===== src/rtl/fact_engine.sv =====
// Iterative factorial unit: GO/DONE level handshake, one multiply per cycle.
// Optional saturation with sticky overflow when FACT_OVF_EN is defined.
`timescale 1ns/1ps
module fact_engine #(
  parameter int WIDTH  = 32,
  parameter int NWIDTH = 5
) (
  input  logic              CLK,
  input  logic              RST,
  input  logic              GO,
  input  logic [NWIDTH-1:0] N,
  output logic              BUSY,
  output logic              DONE,
  output logic [WIDTH-1:0]  RESULT,
  output logic              OVF
);

  typedef enum logic [1:0] {S_IDLE, S_MUL, S_DONE} state_t;

  state_t            state;
  logic [NWIDTH-1:0] cnt;
  logic [WIDTH-1:0]  prod;
  logic              busy_r;
  logic              done_r;

  logic [WIDTH+NWIDTH-1:0] prod_ext;
  assign prod_ext = {{NWIDTH{1'b0}}, prod} * {{WIDTH{1'b0}}, cnt};

`ifdef FACT_OVF_EN
  logic ovf_r;
  logic sat;
  // Once any step spills past WIDTH bits the result stays pinned at all-ones.
  assign sat = ovf_r || (|prod_ext[WIDTH+NWIDTH-1:WIDTH]);
`endif

  always_ff @(posedge CLK) begin
    if (RST) begin
      state  <= S_IDLE;
      cnt    <= '0;
      prod   <= '0;
      busy_r <= 1'b0;
      done_r <= 1'b0;
`ifdef FACT_OVF_EN
      ovf_r  <= 1'b0;
`endif
    end else begin
      case (state)
        S_IDLE: begin
          if (GO) begin
            cnt    <= N;
            prod   <= WIDTH'(1);
            state  <= S_MUL;
            busy_r <= 1'b1;
`ifdef FACT_OVF_EN
            ovf_r  <= 1'b0;
`endif
          end
        end
        S_MUL: begin
          if (cnt > NWIDTH'(1)) begin
            cnt <= cnt - NWIDTH'(1);
`ifdef FACT_OVF_EN
            if (sat) begin
              prod  <= {WIDTH{1'b1}};
              ovf_r <= 1'b1;
            end else begin
              prod  <= prod_ext[WIDTH-1:0];
            end
`else
            prod <= prod_ext[WIDTH-1:0];
`endif
          end else begin
            state  <= S_DONE;
            busy_r <= 1'b0;
            done_r <= 1'b1;
          end
        end
        S_DONE: begin
          // No auto-restart: GO must drop before another run is accepted.
          if (!GO) begin
            state  <= S_IDLE;
            done_r <= 1'b0;
          end
        end
        default: begin
          state  <= S_IDLE;
          busy_r <= 1'b0;
          done_r <= 1'b0;
        end
      endcase
    end
  end

  assign BUSY   = busy_r;
  assign DONE   = done_r;
  assign RESULT = done_r ? prod : '0;
`ifdef FACT_OVF_EN
  assign OVF    = done_r & ovf_r;
`else
  assign OVF    = 1'b0;
`endif

endmodule


===== config.mk =====
export PLATFORM = sky130hd
export DESIGN_NAME = fact_engine
export DESIGN_NICKNAME = d
export VERILOG_FILES = /design/src/rtl/fact_engine.sv
export SDC_FILE = /design/constraint.sdc
export NUM_CORES = 1
export LEC_CHECK = 0
export BUFFER_PORTS_ARGS = -buffer_cell sky130_fd_sc_hd__buf_2
export CORE_MARGIN = 3
export CORE_UTILIZATION = 45
export DETAILED_ROUTE_END_ITERATION = 12
export PLACE_DENSITY = 0.65
export RECOVER_POWER = 50
export SYNTH_ARGS = -nofsm -noshare
export SYNTH_HDL_FRONTEND = slang
export SYNTH_SLANG_ARGS = --single-unit
export TNS_END_PERCENT = 1

===== constraint.sdc =====
create_clock -name CLK -period 5.1 [get_ports CLK]
set_input_delay 0.255 -clock CLK [delete_from_list [all_inputs] [get_ports CLK]]
set_output_delay 0.255 -clock CLK [all_outputs]
set_load 0.1 [all_outputs]

* Word-level counts from Yosys, hierarchy flattened
Cells that the tools add are included.
** Cells by class
- $add $sub $neg :: 1
- Multipliers :: 1
- Order comparisons :: 1
- Eq/ne operators :: 6
- Muxes and demuxes :: 17
- Bitwise logic cells :: 2
- Reductions and logical operators :: 6
** Operator list (count)
- 32-bit 2-to-1 mux :: 3
- 32-bit one-hot mux with 2 select lines :: 1
- 32-bit by 5-bit multiplier with 32-bit output :: 1
- 3-bit AND reduction :: 4
- 5-bit 2-to-1 mux :: 2
- 5-bit one-hot mux with 2 select lines :: 1
- 2-bit inequality test (second input constant) :: 4
- 2-bit 2-to-1 mux :: 3
- 1-bit one-hot mux with 3 select lines :: 2
- 2-bit one-hot mux with 3 select lines :: 1
- 5-bit by 1-bit > comparator with 1-bit output (second input constant) :: 1
- 5-bit by 1-bit subtractor with 5-bit output (second input constant) :: 1
- 1-bit 2-to-1 mux :: 4
- 2-bit by 1-bit equality test with 1-bit output (second input constant) :: 1
- 2-bit equality test (second input constant) :: 1
- 2-bit logical NOT :: 1
- 1-bit NOT :: 2
- 2-bit nonzero test :: 1
** Storage, ports and cells
- Register bits :: 41
- Input bits :: 8
- Output and inout bits :: 35

* Longest topological paths before layout
Gate-level depths: netlist (run 1).
- Depth in word-level cells :: 3
- Mapped depth :: 18
- Gate-level depth less buffers :: 16

* Worst setup path before layout (run 1)
OpenSTA, ideal clock, no wires.
- Path type :: register to register
- Start :: register cnt[2]
- End :: register prod[24]
- Setup time :: 0.125 ns
- Arrival :: 4.103 ns
- Data required time :: 4.975 ns
- Slack :: 0.872 ns
- Cell stages (with the launch flop) :: 18
- Path through :: dfxtp_1 > clkbuf_1 > clkbuf_1 > and2_1 > fa_1 > fa_1 > inv_1 > fa_1 > inv_1 > ha_1 > a21oi_1 > o21ai_1 > or2_2 > o22ai_2 > a31oi_2 > a211oi_2 > xor2_1 > o21ai_1
** On the way
- Longest elaborated chain between the ends :: 3
** Ends and longest elaborated chain
- from (decl) :: RTL line 21 : logic [NWIDTH-1:0] cnt;
- from (signal assigned) :: RTL line 61 : cnt <= cnt - NWIDTH'(1);
- 32-bit by 5-bit multiplier with 32-bit output or 5-bit by 1-bit > comparator with 1-bit output (tied branches) :: RTL line 27, 60
- 32-bit 2-to-1 mux or 2-bit inequality test (tied branches)
- 32-bit one-hot mux with 2 select lines or 3-bit AND reduction (tied branches)
- to (signal assigned) :: RTL line 70 : prod <= prod_ext[WIDTH-1:0];
- to (decl) :: RTL line 22 : logic [WIDTH-1:0] prod;
Parallel ways exist; a longest one is shown, timed or not. The select of a mux whose other input is x is not followed.
A chain may end at the register's enable or synchronous reset.

* Final worst setup path (run 1)
- Start :: register cnt[3]
- End :: register prod[30]
The elaborated chain is that of the path after synthesis.

==> results by stage, run 1 <==
Finish:
- Measured on the finished design, the core utilization comes to 49.3%.
- The area added between synthesis and finish is 6.78%.
- The layout net count is 953.
- The proportion of layout cells with a drive suffix above 1 is 4.59%.
- The final antenna diode count is 0.

Global route:
- The number of antenna violations at the first check in global routing is 0.
- Entering global routing, the biggest net connects 35 pins.
- The remaining global-route overflow is 0.
- The number of global-route vias before repair is 5,295.
- In the global route stage, met2 resource usage came out at 33.2%.
- In this run the most used layer during global routing was met2.
- The first global-routing pass estimated 27.1 mm of wire.
- Global routing used 3.10% of the available met3 tracks.
- In the global route stage, overall resource usage came out at a little over a fifth.
- The met1 routing resource usage after global routing is 30.8%.

Timing:
- The final sum of negative setup slack is 0 ns.
- The count of final setup violators is 0.
- The remaining max-slew budget at the tightest pin is 21.9%.
- Setup repair after global routing left no endpoint under its margin.
- Setup slack closes at approximately 0.53 ns.
- On the final layout, the worst clock skew is about 0.0091 ns.
- The max-slew violation count was 0.
- The slew of the pin with the lowest slew margin is approximately 1.2 ns.
- The final critical-path required period is 4.57 ns.
- The final count of hold timing violations is 0.
- Hold timing on the final database bottoms out at a slack of 0.227 ns.
- The part of the cycle the worst path needs is between 80% and 90%.
- The fmax is 0.219 GHz.

Synth:
- The post-synthesis adder-cell area fraction is around 33%.
- The number of enable flip-flop cells after synthesis is 0.
- The number of different library cells used by synthesis comes to 61.
- In the synthesized netlist, the cells that appear most often are sky130_fd_sc_hd__and2_1, sky130_fd_sc_hd__inv_1, sky130_fd_sc_hd__nand2_1, sky130_fd_sc_hd__fa_1, sky130_fd_sc_hd__a21oi_1.
- Synthesis produced a netlist with a net count of 935.
- After synthesis, the share of flip-flops with an asynchronous set or reset is 0%.
- After synthesis, the largest family of logic cells by area is adder cells.
- The area share of the largest cell type after synthesis is between 20 and 30%.
- The xor and xnor fraction of the mapped netlist area is 3.81%.
- The synthesized netlist devotes 15.2% of its cell area to compound gates.
- The synthesized netlist devotes roughly a quarter of its cell area to simple gates.
- The synthesis-stage register bit count is 41.
- The multiplexer fraction of the synthesized cell area is less than 1%.
- In the synthesized netlist the dominant register cell turns out to be sky130_fd_sc_hd__dfxtp_1.
- After synthesis the cells add up to 6440 um2.
- The dominant cell by count in the synthesized netlist is sky130_fd_sc_hd__and2_1.
- After synthesis, the cell types taking the most area are sky130_fd_sc_hd__fa_1, sky130_fd_sc_hd__and2_1, sky130_fd_sc_hd__dfxtp_1, sky130_fd_sc_hd__inv_1, sky130_fd_sc_hd__ha_1.
- The cell accounting for the most synthesized area is sky130_fd_sc_hd__fa_1.
- The average cell area after synthesis is 7.97 um2.
- The share of the Yosys chip area taken by registers is about an eighth.
- The synthesis warning total is 0.
- Counting every instance in the synthesized netlist gives ~800.

Route:
- The residual DRC count is 0.
- In the routed layout, each cell is associated on average with a via count of 5.27.
- After detailed routing, the average wire length per cell comes to 15.8 um.
- After the first detailed-routing iteration, the DRC count stood at 336.
- In this run the remaining antenna-violating nets after routing total 0.
- After detailed routing, the total wire length is roughly 16 mm.
- The iteration count of the initial detailed-routing pass is 5.
- The total via count in the routed design is 5,309.

Pwr:
- The sequential share of power is between 40% and 50%.
- For this design the ratio of total power to cell area is 138 nW/um2.
- The analysis attributes to cell leakage a power of about 3.2 nW.
- The worst voltage drop across the vdd grid is about 0.00013 V.
- The combinational group share of total power is 22.0%.
- The cell-internal power is ~580 uW.
- The switching fraction of total power is about two fifths.
- The part of the power in the clock network is a little under two fifths.
- The switching component of the power is 372 uW.

Setup path:
- The largest single stage delay on the critical path is roughly 0.6 ns.
- The beginning of the worst register-to-register path is cnt[3].
- The highest-delay cell along the critical path is sky130_fd_sc_hd__dfxtp_1.
- Across all register-to-register paths, the minimum setup slack is 0.53 ns.
- The worst setup path is captured at a flop.
- The class of the most critical setup path is reg -> reg.
- The most numerous cell on the critical path is sky130_fd_sc_hd__fa_1.
- The highest fanout seen on the critical path is 21.
- The arrival time at the worst endpoint is 4.77 ns.
- At the worst endpoint, the required time is roughly 5.3 ns.
- The worst register-to-register path has a depth of 16.
- The worst register-to-register path ends at prod[30].
- The worst setup path is launched from a flop.
- Traced cell by cell, the critical path runs through buf_4 -> and2_1 -> fa_1 -> fa_1 -> inv_1 -> fa_1 -> inv_1 -> ha_1 -> a21oi_1 -> o21ai_1 -> a211oi_1 -> o21ai_0 -> nand2b_1 -> o31ai_4 -> mux2i_1 -> a221o_1.

CTS:
- The number of hold buffers added after cts is 0.
- Post-CTS repair changed the size of 0 cells.
- The tree is rooted in a sky130_fd_sc_hd__clkbuf_16.
- The tree built by TritonCTS fans out to 41 sinks.
- For the worst-skew pair, the clock arrives at the later sink with an insertion delay of slightly above 0.3 ns.
- The H-tree was split into 2 levels.
- Counting along the longest clock path gives a buffer depth of 2.
- The number of buffers inserted during clock tree synthesis is 5.
- The clock tree from TritonCTS is yes.
- The clock-pin slew reported for the worst setup and hold paths after clock tree synthesis is 0.08 ns.
- Post-CTS timing repair inserted 0 buffers for setup.

Floorplan:
- In this run the count of I/O pins placed on the die edge is 43.
- The number of standard-cell rows in the floorplan is 43.
- The core area is 13,900 um2.
- The y dimension of the die is ~130 um.
- The horizontal extent of the die is 126 um.
- For this configuration, the core starts out at a cell density of 46.2%.
- The die covers approximately 16,000 um2.

Hold path:
- The worst min-delay path category is in -> reg.
- The cell depth of the worst hold path is 3.
- In this run the most critical hold path is launched from GO.
- The path with the worst hold slack has its endpoint at state[1].

Place:
- The HPWL after detailed placement is 12.3 mm.
- The congestion estimate from routability-driven global placement came to 0.868.
- At the placement stage, the worst setup path has a slack of 0.584 ns.
- During placement, the flow inserted port buffers numbering between 40 and 50.

Status:
- The flow ran to the end, and the final reports show no timing, DRC or antenna violations.

Job:
- The max-capacitance violation count is 0.
[sequential cells by signal (all words and copies together) (netlist names)]
signal and cells:
DONE 1, prod 32, state 2, BUSY 1, cnt 5
[kinds of logic after synthesis]
kind of cell,Yosys count
compound gates,148
xor+xnor,28
fa+ha+maj,119
buf+inv,158
flops,41
mux,1
other cells,1
simple gates,312
[per-layer routing]
| metal | vias to the layer above | part of all wire (%) |
|---|---|---|
| met2 | 110 | 45 |
| met5 | - | 0 |
| met3 | 9 | 5.1 |
| met1 | 2595 | 49 |
| met4 | 0 | 0.86 |
| li1 | 2595 | - |
[layout by cell type (no fill, tap or decap), drive strengths merged, types with 4 or more instances in the layout]
| cell | netlist | layout |
|---|---|---|
| and2 | 144 | 144 |
| inv | 121 | 124 |
| nand2 | 87 | 87 |
| fa | 83 | 83 |
| a21oi | 44 | 44 |
| dfxtp | 41 | 41 |
| o21ai | 41 | 41 |
| clkbuf | 25 | 40 |
| ha | 36 | 36 |
| nor2 | 30 | 30 |
| nand3 | 16 | 16 |
| xnor2 | 15 | 15 |
| a21o | 14 | 14 |
| xor2 | 13 | 13 |
| buf | 12 | 13 |
| a211oi | 9 | 9 |
| nand2b | 8 | 8 |
| a31oi | 7 | 7 |
| nor2b | 6 | 6 |
| o211ai | 5 | 5 |
| o31ai | 5 | 5 |
| nor3 | 4 | 4 |
| or3 | 4 | 4 |
[power groups by stage]
stage	Sequential, mW	Clock (mW)	Combinational [mW]
detailed placement	0.389	0	0.210
global placement	0.387	0	0.210
finish	0.381	0.358	0.208
floorplan	0.370	0	0.156
CTS	0.381	0.370	0.210
global route	0.387	0.376	0.233
[metrics by stage]
| step | area [um2] | power (mW) | cells |
|---|---|---|---|
| final | 6880 | 0.947 | 1007 |
| after global routing | 6880 | 0.996 | 1007 |
| after CTS | 6920 | 0.962 | 1007 |
| after detailed placement | 6770 | 0.599 | 999 |
| after global placement | 6770 | 0.597 | 999 |
| after floorplan | 6440 | 0.527 | 808 |
[critical path: cells and delay by family, from the launching register on]
family,cells,cell delay [ns]
muxes,1,0.12
and+or+nand+nor,2,0.33
adders and majority gates,4,1.78
buffers and inverters,3,0.40
AOI/OAI and AO/OA,6,1.22
DFF,1,0.61
[layout make-up]
| type | count | area, um2 |
|---|---|---|
| fill | 1413 | 7060 |
| clock inverter | 3 | 28.8 |
| inverter | 121 | 454 |
| tap | 180 | 225 |
| timing repair buffer | 48 | 211 |
| multi-input combinational | 609 | 5010 |
| clock buffer | 5 | 125 |
| sequential | 41 | 821 |
[worst max-delay path by stage]
| stage | from | endpoint | slack, ns |
|---|---|---|---|
| 2_1_floorplan | cnt[2] | prod[24] | 0.87 |
| 3_3_place_gp | cnt[3] | prod[30] | 0.61 |
| 3_5_place_dp | cnt[2] | prod[24] | 0.58 |
| 4_1_cts | cnt[3] | prod[30] | 0.55 |
| 5_1_grt | cnt[3] | prod[30] | 0.18 |
| 6_report | cnt[3] | prod[30] | 0.53 |
Power figures use the tool's default switching activity.
==> run 2, diff against run 1 <==
--- a/config.mk
+++ b/config.mk
@@ -5,7 +5,7 @@
 export SDC_FILE = /design/constraint.sdc
 export NUM_CORES = 1
 export LEC_CHECK = 0
-export BUFFER_PORTS_ARGS = -buffer_cell sky130_fd_sc_hd__buf_2
+export BUFFER_PORTS_ARGS = -buffer_cell sky130_fd_sc_hd__buf_4
 export CORE_MARGIN = 3
 export CORE_UTILIZATION = 45
 export DETAILED_ROUTE_END_ITERATION = 12
==> run 2 against run 1 <==
Net effect:
- combinational power barely moved
- total power is 5.1% higher
- global-route usage is 0.16 points lower
- cell count unchanged
- clock power is 12% higher
- routed wire length down 2.0%
- count of clock-buffer cells in the layout is 1 higher
- sequential share of layout area fell by 0.069 points
- setup slack lost 0.069 ns
- first-iteration DRC count is 13% higher
- largest power group is now clock
==> results by stage, run 2 (same netlist as run 1, synthesis figures left out) <==
Status:
- The run finished with clean final reports.

Timing:
- The count of final setup violators is 0.
- For this run, the top clock speed supported by timing is 0.215 GHz.
- The clock tree skew after final layout is 0.00551 ns.
- The minimum setup slack in the final design is 0.457 ns.
- The clock period could shrink to 4.64 ns.
- After routing, the total negative slack on setup checks comes to 0 ns.
- For the pin with the worst max-slew slack, the measured transition is 1.19 ns.
- The part of the cycle the worst path needs is between 90 and 100%.
- Setup repair after global routing left no endpoint under its margin.
- The final count of hold timing violations came to 0.
- The max-slew violation count is 0.
- The remaining max-slew budget at the tightest pin is 21.2%.

CTS:
- TritonCTS built the clock tree.
- The total clock sinks is 41.
- The clock passes through at most 2 buffers.
- In this run, post-CTS repair resized a total of 0 instances.
- The CTS H-tree depth is 2.
- The number of buffers added for setup after CTS is 0.
- Clock-pin slew was measured on the worst setup and hold paths at 0.07 ns.
- At the later pin of the worst-skew pair, clock insertion delay measures 0.30 ns.
- The number of buffers inserted during clock tree synthesis is 5.
- In this run, post-CTS hold repair placed 0 buffers.
- The cell sitting at the root of the clock tree is a sky130_fd_sc_hd__clkbuf_16.

Floorplan:
- The initial utilization of the core area, before any placement, comes to between 40% and 50%.
- The y dimension of the die is 126 um.
- The die is 126 um wide.
- The count of boundary I/O pins is 43.
- The number of standard-cell rows in the floorplan is between 40 and 50.
- The core area is between 10,000 and 15,000 um2.
- The total die area is 15,800 um2.

Global route:
- The number of global-route vias before repair is 5,339.
- The first global-routing pass estimated roughly 27 mm of wire.
- After global routing, the most crowded layer is met2.
- The met2 demand-to-capacity share in global routing is approximately a third.
- For this run, the total global-route usage over all layers was measured as 20.7%.
- The global routing met3 resource utilization is 2.71%.
- The number of antenna violations at the first check in global routing is 0.
- The largest net degree at the start of global routing is 35.
- The met1 routing resource usage after global routing is 29.3%.
- The remaining global-route overflow is 0.

Finish:
- The repair_antennas step left the layout with diodes totalling 0.
- The register with the most flip-flops in the layout has 32 of them.
- The proportion of layout cells with a drive suffix above 1 is roughly 4.6%.
- The register name with the most flops is prod.
- The commonest non-fill, non-tap cell in the layout is sky130_fd_sc_hd__and2_1.
- The multi-input combinational cells in the finished layout cover a total of 5010 um2.
- In the layout the commonest cells are sky130_fd_sc_hd__and2_1, sky130_fd_sc_hd__inv_1, sky130_fd_sc_hd__nand2_1, sky130_fd_sc_hd__fa_1, sky130_fd_sc_hd__a21oi_1.
- The layout net count is roughly 950.
- From synthesis to final layout, the design area changed by 7.40%.
- The finished layout holds about 1,000 standard cells, fillers aside.
- The total of fill cells in the finished design is 1,374.
- The largest registers in the layout are prod x32, cnt x5, state x2.
- The sequential cell area is 821 um2.

Place:
- Counting tap cells, the placed design contains a total of roughly 1,000 instances.
- After legalization and detailed placement, the total HPWL measured 11.9 mm.
- OpenSTA, run right after detailed placement, puts the worst setup slack at 0.468 ns.
- The count of buffers added on input and output ports is 41.
- At the end of routability-driven placement, the weighted congestion stood at a little under 0.9.

Route:
- The average routed wire per standard cell is 15.5 um.
- Summed over all layers, the routed wires come to 15.6 mm.
- The residual DRC count is 0.
- The average vias per placed instance is 5.26.
- The detailed router finished its first iteration with 381 violations.
- The iteration count of the initial detailed-routing pass is 5.
- The detail route stage leaves a number of antenna-violating nets equal to 0.
- The total via count in the routed design is 5,298.

Setup path:
- The required time of the worst setup path is 5.29 ns.
- The cell that appears most often on the critical path is sky130_fd_sc_hd__fa_1.
- Data on the critical path arrives at its endpoint at approximately 4.8 ns.
- Walking the worst path, the cells encountered are buf_4 -> and2_1 -> fa_1 -> fa_1 -> inv_1 -> fa_1 -> inv_1 -> ha_1 -> a21oi_1 -> o21ai_1 -> a211oi_1 -> o21ai_0 -> nand2b_1 -> o31ai_4 -> mux2i_1 -> a221o_1.
- Among all stages on the critical path, the largest delay is contributed by sky130_fd_sc_hd__dfxtp_1.
- Along the worst path, the maximum fanout reaches 21.
- The critical path is of the reg -> reg type.
- In this design, the stage delay of the slowest critical-path cell is 0.75 ns.
- The worst setup path is launched from a flop.
- The type of destination of the critical path is a flop.

Pwr:
- The worst-case IR drop observed on VDD is 0.000151 V.
- The power per unit of standard cell area is 144 nW/um2.
- The analysis attributes to net switching a power of around 360 uW.
- The part of the power in the clock network is roughly 40%.
- Combinational cells account for 20.6% of the total power.
- Registers are responsible for 39.1% of the overall power.
- The cell-internal power is approximately 630 uW.
- Summed over all cells, the static leakage comes to approximately 3.2 nW.
- Net switching is 36.5% of the power.

Hold path:
- The worst min-delay path category is in -> reg.

Job:
- Across the run, the number of max-cap violations was 0.
run 2: changes by cell type in the layout (fill, tap and decap cells not counted), sizes merged:
cell,before,now
inv,124,121
bufinv,0,1
clkbuf,40,41
clkinvlp,0,1
run 2: stage by stage:
| stage | power, mW | hold slack, ns | utilization (%) | cell area, um2 |
|---|---|---|---|---|
| 2_1_floorplan | 0.527 | 0.334 | - | 6440 |
| 3_3_place_gp | 0.604 | 0.471 | 49.3 | 6870 |
| 3_5_place_dp | 0.605 | 0.477 | 49.3 | 6870 |
| 4_1_cts | 1.01 | 0.232 | 50.6 | 7050 |
| 5_1_grt | 1.04 | 0.253 | 49.6 | 6920 |
| 6_report | 0.996 | 0.241 | 49.6 | 6920 |
run 2: per-layer routing:
layer | share of wire, % | vias to the layer above
li1 | - | 2586
met1 | 49 | 2581
met2 | 46 | 115
met3 | 4.6 | 16
met4 | 1.2 | 0
met5 | 0 | -
run 2: cell type report:
| class | count | area share (%) |
|---|---|---|
| tap | 180 | 3.26 |
| inverter | 121 | 6.57 |
| clock buffer | 6 | 2.01 |
| clock inverter | 2 | 0.543 |
| multi-input combinational | 609 | 72.4 |
| timing repair buffer | 48 | 3.31 |
| sequential | 41 | 11.9 |
run 2: final timing paths:
kind                            startpoint        to  slack, ns  cells past startpoint
worst max-delay path                cnt[2]  prod[30]       0.46                     16
worst min-delay path                    GO  state[1]       0.24                      3
worst max register to register      cnt[2]  prod[30]       0.46                     16
worst min register to register        BUSY      BUSY       0.48                      2
run 2: critical path: cells and delay by family, from the launching register on:
family                     cells  cell delay (ns)
AOI/OAI and AO/OA              6             1.22
buffers and inverters          3             0.40
muxes                          1             0.12
DFF                            1             0.75
adders and majority gates      4             1.74
and+or+nand+nor                2             0.31
run 2: power groups by stage:
stage | Sequential, mW | Combinational, mW | Clock (mW)
2_1_floorplan | 0.370 | 0.156 | 0
3_3_place_gp | 0.395 | 0.208 | 0
3_5_place_dp | 0.397 | 0.208 | 0
4_1_cts | 0.389 | 0.209 | 0.408
5_1_grt | 0.395 | 0.224 | 0.417
6_report | 0.389 | 0.206 | 0.401
